$ cat src/rtl/fpu_bank_pkg.sv
// Shared types and default sizing for the FPU bank dispatcher.
// op_id_t mirrors the FPU op encoding so descriptors pass through unchanged.
package fpu_bank_pkg;
  localparam int NUM_FPU_DEF     = 4;
  localparam int QUEUE_DEPTH_DEF = 8;
  localparam int TAG_W_DEF       = 4;
  localparam int ADDR_W_DEF      = 23;

  typedef enum logic [2:0] {
    OP_NOOP = 3'd0,
    OP_ADD  = 3'd1,
    OP_MUL  = 3'd2,
    OP_FMA  = 3'd3,
    OP_DIV  = 3'd4,
    OP_SQRT = 3'd5
  } op_id_t;

  // Operand regions indexed 0..3 = a, b, c, d.
  typedef struct packed {
    op_id_t                          op;
    logic [TAG_W_DEF-1:0]            tag;
    logic [3:0][ADDR_W_DEF-1:0]      region_begin;
    logic [3:0][ADDR_W_DEF-1:0]      region_end;
  } job_desc_t;

  typedef enum logic [1:0] {
    CH_IDLE   = 2'd0,
    CH_RUN    = 2'd1,
    CH_RETIRE = 2'd2
  } ch_state_t;
endpackage

$ cat src/rtl/fpu_job_queue.sv
// Power-of-two FIFO holding pending job descriptors; head is valid when count_o != 0.
module fpu_job_queue #(
  parameter int  DEPTH = 8,
  parameter type T     = logic
) (
  input  logic                   clk,
  input  logic                   rst,
  input  logic                   push_i,
  input  logic                   pop_i,
  input  T                       data_i,
  output T                       head_o,
  output logic [$clog2(DEPTH):0] count_o
);
  localparam int PW = $clog2(DEPTH);

  T               mem_q [DEPTH];
  logic [PW-1:0]  wr_q, rd_q;
  logic [PW:0]    cnt_q;
  logic           do_push, do_pop;

  assign do_push = push_i && (cnt_q != (PW+1)'(DEPTH));
  assign do_pop  = pop_i && (cnt_q != '0);
  assign head_o  = mem_q[rd_q];
  assign count_o = cnt_q;

  always_ff @(posedge clk) begin
    if (do_push) mem_q[wr_q] <= data_i;
  end

  // Pointers wrap for free because DEPTH is a power of two.
  always_ff @(posedge clk or posedge rst) begin
    if (rst) begin
      wr_q  <= '0;
      rd_q  <= '0;
      cnt_q <= '0;
    end else begin
      if (do_push) wr_q <= wr_q + 1'b1;
      if (do_pop)  rd_q <= rd_q + 1'b1;
      case ({do_push, do_pop})
        2'b10:   cnt_q <= cnt_q + 1'b1;
        2'b01:   cnt_q <= cnt_q - 1'b1;
        default: cnt_q <= cnt_q;
      endcase
    end
  end
endmodule

$ cat src/rtl/fpu_bank_dispatch.sv
// Queues FPU jobs and hands them round-robin to idle channels, reporting one completion per job.
// Define FPU_BANK_PERF_EN to add saturating busy-cycle and completed-job counters.
module fpu_bank_dispatch
  import fpu_bank_pkg::*;
#(
  parameter int NUM_FPU     = NUM_FPU_DEF,
  parameter int QUEUE_DEPTH = QUEUE_DEPTH_DEF,
  parameter int TAG_W       = TAG_W_DEF,
  parameter int ADDR_W      = ADDR_W_DEF,
  localparam int CH_W       = (NUM_FPU > 1) ? $clog2(NUM_FPU) : 1,
  localparam int QC_W       = $clog2(QUEUE_DEPTH) + 1
) (
  input  logic                        clk,
  input  logic                        rst,
  input  logic                        job_valid_i,
  output logic                        job_ready_o,
  input  job_desc_t                   job_desc_i,
  output logic [NUM_FPU-1:0]          ch_avail_o,
  output job_desc_t [NUM_FPU-1:0]     ch_desc_o,
  input  logic [NUM_FPU-1:0]          ch_done_i,
  output logic                        cmpl_valid_o,
  output logic [TAG_W-1:0]            cmpl_tag_o,
  output logic [CH_W-1:0]             cmpl_ch_o,
  output logic [QC_W-1:0]             q_count_o,
  output logic                        idle_o
`ifdef FPU_BANK_PERF_EN
  ,
  output logic [31:0]                 perf_busy_cycles_o,
  output logic [31:0]                 perf_jobs_done_o
`endif
);
  // Descriptor layout is fixed in the package, so only the default widths are legal.
  if (TAG_W != TAG_W_DEF || ADDR_W != ADDR_W_DEF) begin : g_cfg_chk
    $error("fpu_bank_dispatch: TAG_W/ADDR_W must match fpu_bank_pkg");
  end

  ch_state_t [NUM_FPU-1:0] st_q, st_d;
  logic      [NUM_FPU-1:0] rep_q, rep_d;
  job_desc_t [NUM_FPU-1:0] desc_q, desc_d;
  logic      [CH_W-1:0]    rr_q, rr_d;
  logic                    cmpl_valid_q;
  logic      [TAG_W-1:0]   cmpl_tag_q, cmpl_tag_d;
  logic      [CH_W-1:0]    cmpl_ch_q, cmpl_ch_d;

  job_desc_t               q_head;
  logic      [QC_W-1:0]    q_count;
  logic                    q_push, q_pop;
  logic                    disp_found, gnt_vld;
  logic      [CH_W-1:0]    disp_ch, gnt_ch;
  int                      j;

  assign job_ready_o = (q_count < QC_W'(QUEUE_DEPTH));
  assign q_push      = job_valid_i && job_ready_o;
  assign q_pop       = disp_found && (q_count != '0);

  fpu_job_queue #(.DEPTH(QUEUE_DEPTH), .T(job_desc_t)) u_queue (
    .clk     (clk),
    .rst     (rst),
    .push_i  (q_push),
    .pop_i   (q_pop),
    .data_i  (job_desc_i),
    .head_o  (q_head),
    .count_o (q_count)
  );

  // Search idle channels starting at the round-robin pointer; lowest-index retiring channel reports.
  always_comb begin
    disp_found = 1'b0;
    disp_ch    = '0;
    gnt_vld    = 1'b0;
    gnt_ch     = '0;
    j          = 0;
    for (int off = 0; off < NUM_FPU; off++) begin
      j = int'(rr_q) + off;
      if (j >= NUM_FPU) j = j - NUM_FPU;
      if (!disp_found && st_q[j] == CH_IDLE) begin
        disp_found = 1'b1;
        disp_ch    = CH_W'(j);
      end
    end
    for (int i = 0; i < NUM_FPU; i++) begin
      if (!gnt_vld && st_q[i] == CH_RETIRE && !rep_q[i]) begin
        gnt_vld = 1'b1;
        gnt_ch  = CH_W'(i);
      end
    end
  end

  always_comb begin
    st_d       = st_q;
    rep_d      = rep_q;
    desc_d     = desc_q;
    rr_d       = rr_q;
    cmpl_tag_d = cmpl_tag_q;
    cmpl_ch_d  = cmpl_ch_q;
    if (q_pop) rr_d = (disp_ch == CH_W'(NUM_FPU - 1)) ? '0 : disp_ch + 1'b1;
    if (gnt_vld) begin
      cmpl_tag_d = TAG_W'(desc_q[gnt_ch].tag);
      cmpl_ch_d  = gnt_ch;
    end
    for (int i = 0; i < NUM_FPU; i++) begin
      case (st_q[i])
        CH_IDLE: if (q_pop && disp_ch == CH_W'(i)) begin
          st_d[i]   = CH_RUN;
          desc_d[i] = q_head;
        end
        CH_RUN: if (ch_done_i[i]) st_d[i] = CH_RETIRE;
        CH_RETIRE: begin
          if (gnt_vld && gnt_ch == CH_W'(i)) rep_d[i] = 1'b1;
          // Leave only once reported and the job manager has dropped done.
          if (rep_d[i] && !ch_done_i[i]) begin
            st_d[i]  = CH_IDLE;
            rep_d[i] = 1'b0;
          end
        end
        default: st_d[i] = CH_IDLE;
      endcase
    end
  end

  always_ff @(posedge clk or posedge rst) begin
    if (rst) begin
      st_q         <= {NUM_FPU{CH_IDLE}};
      rep_q        <= '0;
      desc_q       <= '0;
      rr_q         <= '0;
      cmpl_valid_q <= 1'b0;
      cmpl_tag_q   <= '0;
      cmpl_ch_q    <= '0;
    end else begin
      st_q         <= st_d;
      rep_q        <= rep_d;
      desc_q       <= desc_d;
      rr_q         <= rr_d;
      cmpl_valid_q <= gnt_vld;
      cmpl_tag_q   <= cmpl_tag_d;
      cmpl_ch_q    <= cmpl_ch_d;
    end
  end

  always_comb begin
    ch_avail_o = '0;
    idle_o     = (q_count == '0);
    for (int i = 0; i < NUM_FPU; i++) begin
      ch_avail_o[i] = (st_q[i] == CH_RUN);
      if (st_q[i] != CH_IDLE) idle_o = 1'b0;
    end
  end

  assign ch_desc_o    = desc_q;
  assign cmpl_valid_o = cmpl_valid_q;
  assign cmpl_tag_o   = cmpl_tag_q;
  assign cmpl_ch_o    = cmpl_ch_q;
  assign q_count_o    = q_count;

`ifdef FPU_BANK_PERF_EN
  logic [31:0] perf_busy_q, perf_jobs_q;
  always_ff @(posedge clk or posedge rst) begin
    if (rst) begin
      perf_busy_q <= '0;
      perf_jobs_q <= '0;
    end else begin
      if ((|ch_avail_o) && perf_busy_q != '1) perf_busy_q <= perf_busy_q + 1'b1;
      if (gnt_vld && perf_jobs_q != '1)       perf_jobs_q <= perf_jobs_q + 1'b1;
    end
  end
  assign perf_busy_cycles_o = perf_busy_q;
  assign perf_jobs_done_o   = perf_jobs_q;
`endif
endmodule

$ cat config.mk
export PLATFORM = sky130hd
export DESIGN_NAME = fpu_bank_dispatch
export DESIGN_NICKNAME = d
export VERILOG_FILES = /design/src/rtl/fpu_bank_pkg.sv /design/src/rtl/fpu_job_queue.sv /design/src/rtl/fpu_bank_dispatch.sv
export SDC_FILE = /design/constraint.sdc
export NUM_CORES = 2
export LEC_CHECK = 0
export ABC_AREA = 1
export CAP_MARGIN = 20
export CORE_MARGIN = 4
export CORE_UTILIZATION = 24
export DETAILED_ROUTE_END_ITERATION = 16
export GPL_TIMING_DRIVEN = 0
export PLACE_DENSITY = 0.47
export SYNTH_ARGS = -nofsm -noshare
export SYNTH_HDL_FRONTEND = slang
export SYNTH_SLANG_ARGS = --single-unit
$ cat constraint.sdc
create_clock -name clk -period 28.9 [get_ports clk]
set_input_delay 2.89 -clock clk [delete_from_list [all_inputs] [get_ports clk]]
set_output_delay 2.89 -clock clk [all_outputs]
set_load 0.03 [all_outputs]
Word-level counts from Yosys, hierarchy flattened

Memory sizes are Yosys's and may differ from the RTL's.
Cells that the tools add are included.

Register bits after elaboration: 795
Memory bits (writable): 1528
Input bits: 198
Output and inout port bits: 781
Word-level logic and storage cells: 241
Memories: 1

Memory list:

| memory        | words | width | rd ports | clocked after Yosys merged registers in | wr ports | line                | text |
|---|---|---|---|---|---|---|---|
| u_queue.mem_q | 8     | 191   | 1        | 0                                       | 1        | fpu_job_queue.sv:16 | `T mem_q [DEPTH];` |

Add/subtract/negate cells: 12
Order comparisons: 10
Equality and inequality tests: 29
Multiplexer cells: 69
Reduce and logical (&&, ||, !) cells: 65

Operator list:

| kind                | number |
|---|---|
| $bmux 191 s2        | 1 |
| $mux 188            | 1 |
| $lt 32x4->1 const B | 4 |
| $mux 32             | 4 |
| $mux 2              | 27 |
| $mux 1              | 27 |
| $logic_and 1x1->1   | 26 |
| $pmux 2 s3          | 4 |
| $logic_not 2->1     | 10 |
| $eq 2x2->1 const B  | 9 |
| $bmux 2 s2          | 4 |
| $ne 2x1->1 const B  | 8 |
| $eq 2x1->1 const B  | 7 |
| $logic_not 1->1     | 14 |
| $reduce_and 3->1    | 4 |
| $sub 3x3->4 const B | 3 |
| $reduce_bool 2->1   | 5 |
| $ge 3x3->1 const B  | 3 |
| $ne 2x2->1 const B  | 4 |
| $pmux 4 s2          | 1 |
| $reduce_and 2->1    | 4 |
| $add 2x2->3 const B | 2 |
| $add 3x1->3 const B | 2 |
| $add 4x1->4 const B | 1 |
| 10 further kinds    | 10 |

Logic depth before layout (Yosys ltp)

Depth after elaboration: 22
Mapped depth: 20
Gate-level depth less buffers: 19

Hierarchy

Synthesis repeated with hierarchy kept, for this count alone.

Cells, all modules: 10295
Area, all modules: 99556.7 um^2

Modules (own cells, without submodules):

| module            | instances | cells each | area each (um^2) | sequential area each (um^2) |
|---|---|---|---|---|
| fpu_job_queue     | 1         | 6682       | 65889.4          | 46134.2 |
| fpu_bank_dispatch | 1         | 3613       | 33667.3          | 19643.8 |

Least setup slack after synthesis

OpenSTA, ideal clock, no wires.

Kind: in2reg
Start: input job_valid_i
End: memory u_queue.mem_q[0][0] (netlist bit), enable pin
Setup time: 0.745 ns
Data arrival time: 11.237 ns
Data required time: 28.155 ns
Path slack: 16.918 ns
Stages on the path: 3
Path buffers: 0
Cells stage by stage: nand2_1 > or2_2 > nor2_1

Cells in the longest elaborated chain, start to end: 4

Ends and longest elaborated chain:

| what                         | line                    | text |
|---|---|---|
| start, declared              | fpu_bank_dispatch.sv:15 | `input logic job_valid_i,` |
| $logic_and 1x1->1            | fpu_bank_dispatch.sv:53 | `assign q_push = job_valid_i && job_ready_o;` |
| $logic_and 1x1->1            | fpu_job_queue.sv:21     | `assign do_push = push_i && (cnt_q != (PW+1)'(DEPTH));` |
| $mux 1                       | fpu_job_queue.sv:27     | `if (do_push) mem_q[wr_q] <= data_i;` |
| $mux 1 (implied by the code) | fpu_job_queue.sv:27     |  |
| end, declared                | fpu_job_queue.sv:16     |  |

No other way between the ends.

Final worst setup path

Start: register u_queue.cnt_q[0] (netlist: u_queue.count_o[0])
End: output idle_o

Cells in the longest elaborated chain, start to end: 5

Ends and longest elaborated chain:

| what                   | line                     | text |
|---|---|---|
| start, declared        | fpu_job_queue.sv:18      | `logic [PW:0] cnt_q;` |
| start signal, assigned | fpu_job_queue.sv:40      | `2'b10: cnt_q <= cnt_q + 1'b1;` |
| start signal, assigned | fpu_job_queue.sv:41      | `2'b01: cnt_q <= cnt_q - 1'b1;` |
| start signal, assigned | fpu_job_queue.sv:42      | `default: cnt_q <= cnt_q;` |
| $logic_not 4->1        | fpu_bank_dispatch.sv:143 | `idle_o = (q_count == '0);` |
| $mux 1 (4 in a row)    | fpu_bank_dispatch.sv:146 | `if (st_q[i] != CH_IDLE) idle_o = 1'b0;` |
| end, declared          | fpu_bank_dispatch.sv:25  | `output logic idle_o` |

No other way between the ends.

==> flow_summary_export.csv <==
group,metric,value,unit
run,drv_cap,0,
worst_setup_path,critPathMaxFanout,10,
route,dr.pass1.iters,7,
global_route,use_met2,33.1,%
worst_setup_path,crit_path_start_kind,"flop",
die,initial_utilization,24.1,%
pwr,switching_share,48.4,%
cells_and_area,synthToLayoutAreaGrowth,29.9,%
route,routed_wl,412000,um
synth,synth_top_area_share,49.9,%
place,pre_cts_slack,22630,ps
route,via_per_inst,4.81,
pwr,p_int,8.73,mW
pwr,p_seq_share,28.3,%
die,io_pins,979,
cells_and_area,nets,9568,
cells_and_area,final_cell_mix,"2198 x nand2_1, 1528 x edfxtp_1, 978 x clkdlybuf4s50_1",
worst_setup_path,rrSetupSlack,23870,ps
place,hpwl,308000,um
worst_setup_path,crit_type,"flop to output pin",
synth,synth-seq-cells,2323,
timing,grt_setup_unrepaired,"false",
pwr,p_clk_share,20.4,%
clocking,cts_root_buf,"clkbuf_16",
global_route,grt.total_usage,20.2,%
clocking,cts_sinks,2323,
route,drc,0,
global_route,met3_usage,4.29,%
global_route,grt_pass1_vias,67923,
clocking,path_clk_slew,60,ps
pwr,power_density,142,mW/mm^2
die,chipWidth,627,um
pwr,switchingPower,8.18,mW
global_route,antenna_found_initial,152,
cells_and_area,drive_gt1_share,8.06,%
synth,ys.warnings.count,0,
timing,min_period,6930,ps
synth,syn_nets,8206,
synth,synth_area,0.0920,sq mm
global_route,met1_usage,25.4,%
clocking,ctsHoldBuffers,0,
synth,synth_cell_types,35,
cells_and_area,layout_commonest_cell,"nand2_1",
worst_hold_path,min_path_type,"flop to flop",
route,vias,70605,
place,dpl_cell_area,0.110,sq mm
pwr,irDropWorstVdd,0.150,mV
pwr,p_leak,46.0,nW
outcome,status,"finished clean",
timing,worst_pin_slew,1020,ps
timing,fmax,144,MHz
timing,setup_tns,0,ps
clocking,cts_tree,"built",
synth,netlist_top_cells_area,"edfxtp_1 50%, dfrtp_1 22%, nand2_1 9.0%",
route,drtAntennaViolNets,0,
synth,ys_seq_area_share,71.5,%
die,fp.dieArea,0.393,sq mm
clocking,htree_levels,5,
timing,fin_hold_ws,469,ps
route,drt_iter0_markers,7275,
clocking,post_cts_buffers,0,
timing,finalHoldViolCount,0,
worst_setup_path,cp.required,26010,ps
synth,synthCells,7998,
timing,maxSlewViolCount,0,
global_route,grt_overflow,0,
global_route,grt_pass1_wl,558000,um
pwr,p_total,16.9,mW
clocking,clk_latency,890,ps
cells_and_area,fin_area,0.119,sq mm
timing,setup_viol,0,
timing,slew_headroom,32.3,%
timing,skew,40.6,ps
timing,post-route-period-util,24.0,%
timing,layout_setup_ws,21970,ps
place,gp_congestion,0.870,
die,core_area,0.382,sq mm
pwr,p_comb_share,51.4,%
clocking,cts_buffer_depth,4,
route,wl_per_cell,28.1,um
cells_and_area,fillerInstances,38484,
place,port_buffers,978,
synth,syn_area_per_cell,11.5,sq um
die,fp-row-count,227,
clocking,cts_buffers,274,
synth,yosys.area.top_type,"edfxtp_1",
die,die_h,627,um
worst_setup_path,crit_path_end_kind,"output pin",
clocking,cts_resized,0,
global_route,grt_max_degree,119,
worst_setup_path,crit_arrival,4040,ps
global_route,top_usage_layer,"met2",
==> layer usage <==
| metal | vias to the layer above | wire (um) |
|---|---|---|
| met3 | 698 | 29800 |
| li1 | 31327 | - |
| met5 | - | 368 |
| met1 | 35572 | 166000 |
| met4 | 54 | 19100 |
| met2 | 2954 | 197000 |
==> cell type report <==
class / count / area [sq um] / area share, %
clock inverter: 134 / 1300 / 1.09
tap: 5038 / 6300 / 5.28
multi-input combinational: 4989 / 22800 / 19.1
buffer: 640 / 3270 / 2.73
inverter: 46 / 181 / 0.152
antenna: 67 / 168 / 0.140
timing repair buffer: 1086 / 12100 / 10.1
clock buffer: 360 / 7560 / 6.32
sequential: 2323 / 65800 / 55.1
==> logic make-up after synthesis <==
logic type / Yosys count / synth area share [%]
flops: 2323 / 71.5
compound gates: 1172 / 6.91
buf+inv: 686 / 3.71
xor+xnor: 5 / 0.0476
simple gates: 3802 / 17.7
fa+ha+maj: 10 / 0.144
==> power by group through the flow <==
stage / combinational (mW) / clock [mW] / sequential, mW
2_1_floorplan: 3.52 / 0 / 5.70
3_3_place_gp: 8.51 / 0 / 4.98
3_5_place_dp: 8.76 / 0 / 4.83
4_1_cts: 8.78 / 3.52 / 4.77
5_1_grt: 9.30 / 3.66 / 4.83
6_report: 8.69 / 3.45 / 4.78
==> path summary, 6_finish.rpt <==
kind                                                 from                    endpoint  depth (start not counted)
setup / recovery           u_queue.count_o[0]$_DFFE_PP0P_                      idle_o                          7
max in group asynchronous                             rst  ch_desc_o[611]$_DFFE_PP0P_                          6
hold reg to reg                 ch_desc_o[79]$_DFFE_PP0P_   ch_desc_o[79]$_DFFE_PP0P_                          2
hold / removal                  ch_desc_o[79]$_DFFE_PP0P_   ch_desc_o[79]$_DFFE_PP0P_                          2
setup reg to reg                      st_q[3]$_DFFE_PP0P_  ch_desc_o[650]$_DFFE_PP0P_                         19
min in group asynchronous                             rst  ch_desc_o[668]$_DFFE_PP0P_                          2
==> cells in the mapped netlist, drive strengths merged <==
| cell type | instances |
|---|---|
| a211oi | 1 |
| a21boi | 1 |
| a21oi | 8 |
| a31oi | 1 |
| buf | 277 |
| clkbuf | 363 |
| clkinv | 1 |
| dfrtp | 795 |
| edfxtp | 1528 |
| fa | 1 |
| ha | 9 |
| inv | 45 |
| nand2 | 2200 |
| nand3 | 26 |
| nand3b | 1 |
| nand4 | 765 |
| nor2 | 807 |
| nor3 | 1 |
| nor3b | 1 |
| o21ai | 777 |
| o21bai | 1 |
| o22ai | 382 |
| o31ai | 1 |
| or2 | 1 |
| xnor2 | 2 |
| xor2 | 3 |
==> stage by stage <==
stage               utilization, %  cells
floorplan                        -   7998
global route                  31.3  14656
CTS                           31.2  14615
global placement              28.3  14014
detailed placement            28.9  14121
finish                        31.3  14683
==> flip-flops by register name, indices dropped and copies added, names as in the netlist <==
| signal | count |
|---|---|
| cmpl_ch_o | 2 |
| rep_q | 4 |
| cmpl_tag_o | 4 |
| cmpl_valid_o | 1 |
| u_queue.wr_q | 3 |
| u_queue.mem_q | 1528 |
| ch_desc_o | 764 |
| rr_q | 2 |
| u_queue.rd_q | 3 |
| st_q | 8 |
| u_queue.count_o | 4 |
==> worst max-delay path, cell delays in order, from the launching register on <==
cell	delay [ps]
dfrtp_1	410
inv_1	130
nand3_1	320
buf_2	490
clkbuf_2	470
nor3_1	210
nor3b_1	290
clkdlybuf4s50_1	810
Power figures use the tool's default switching activity.
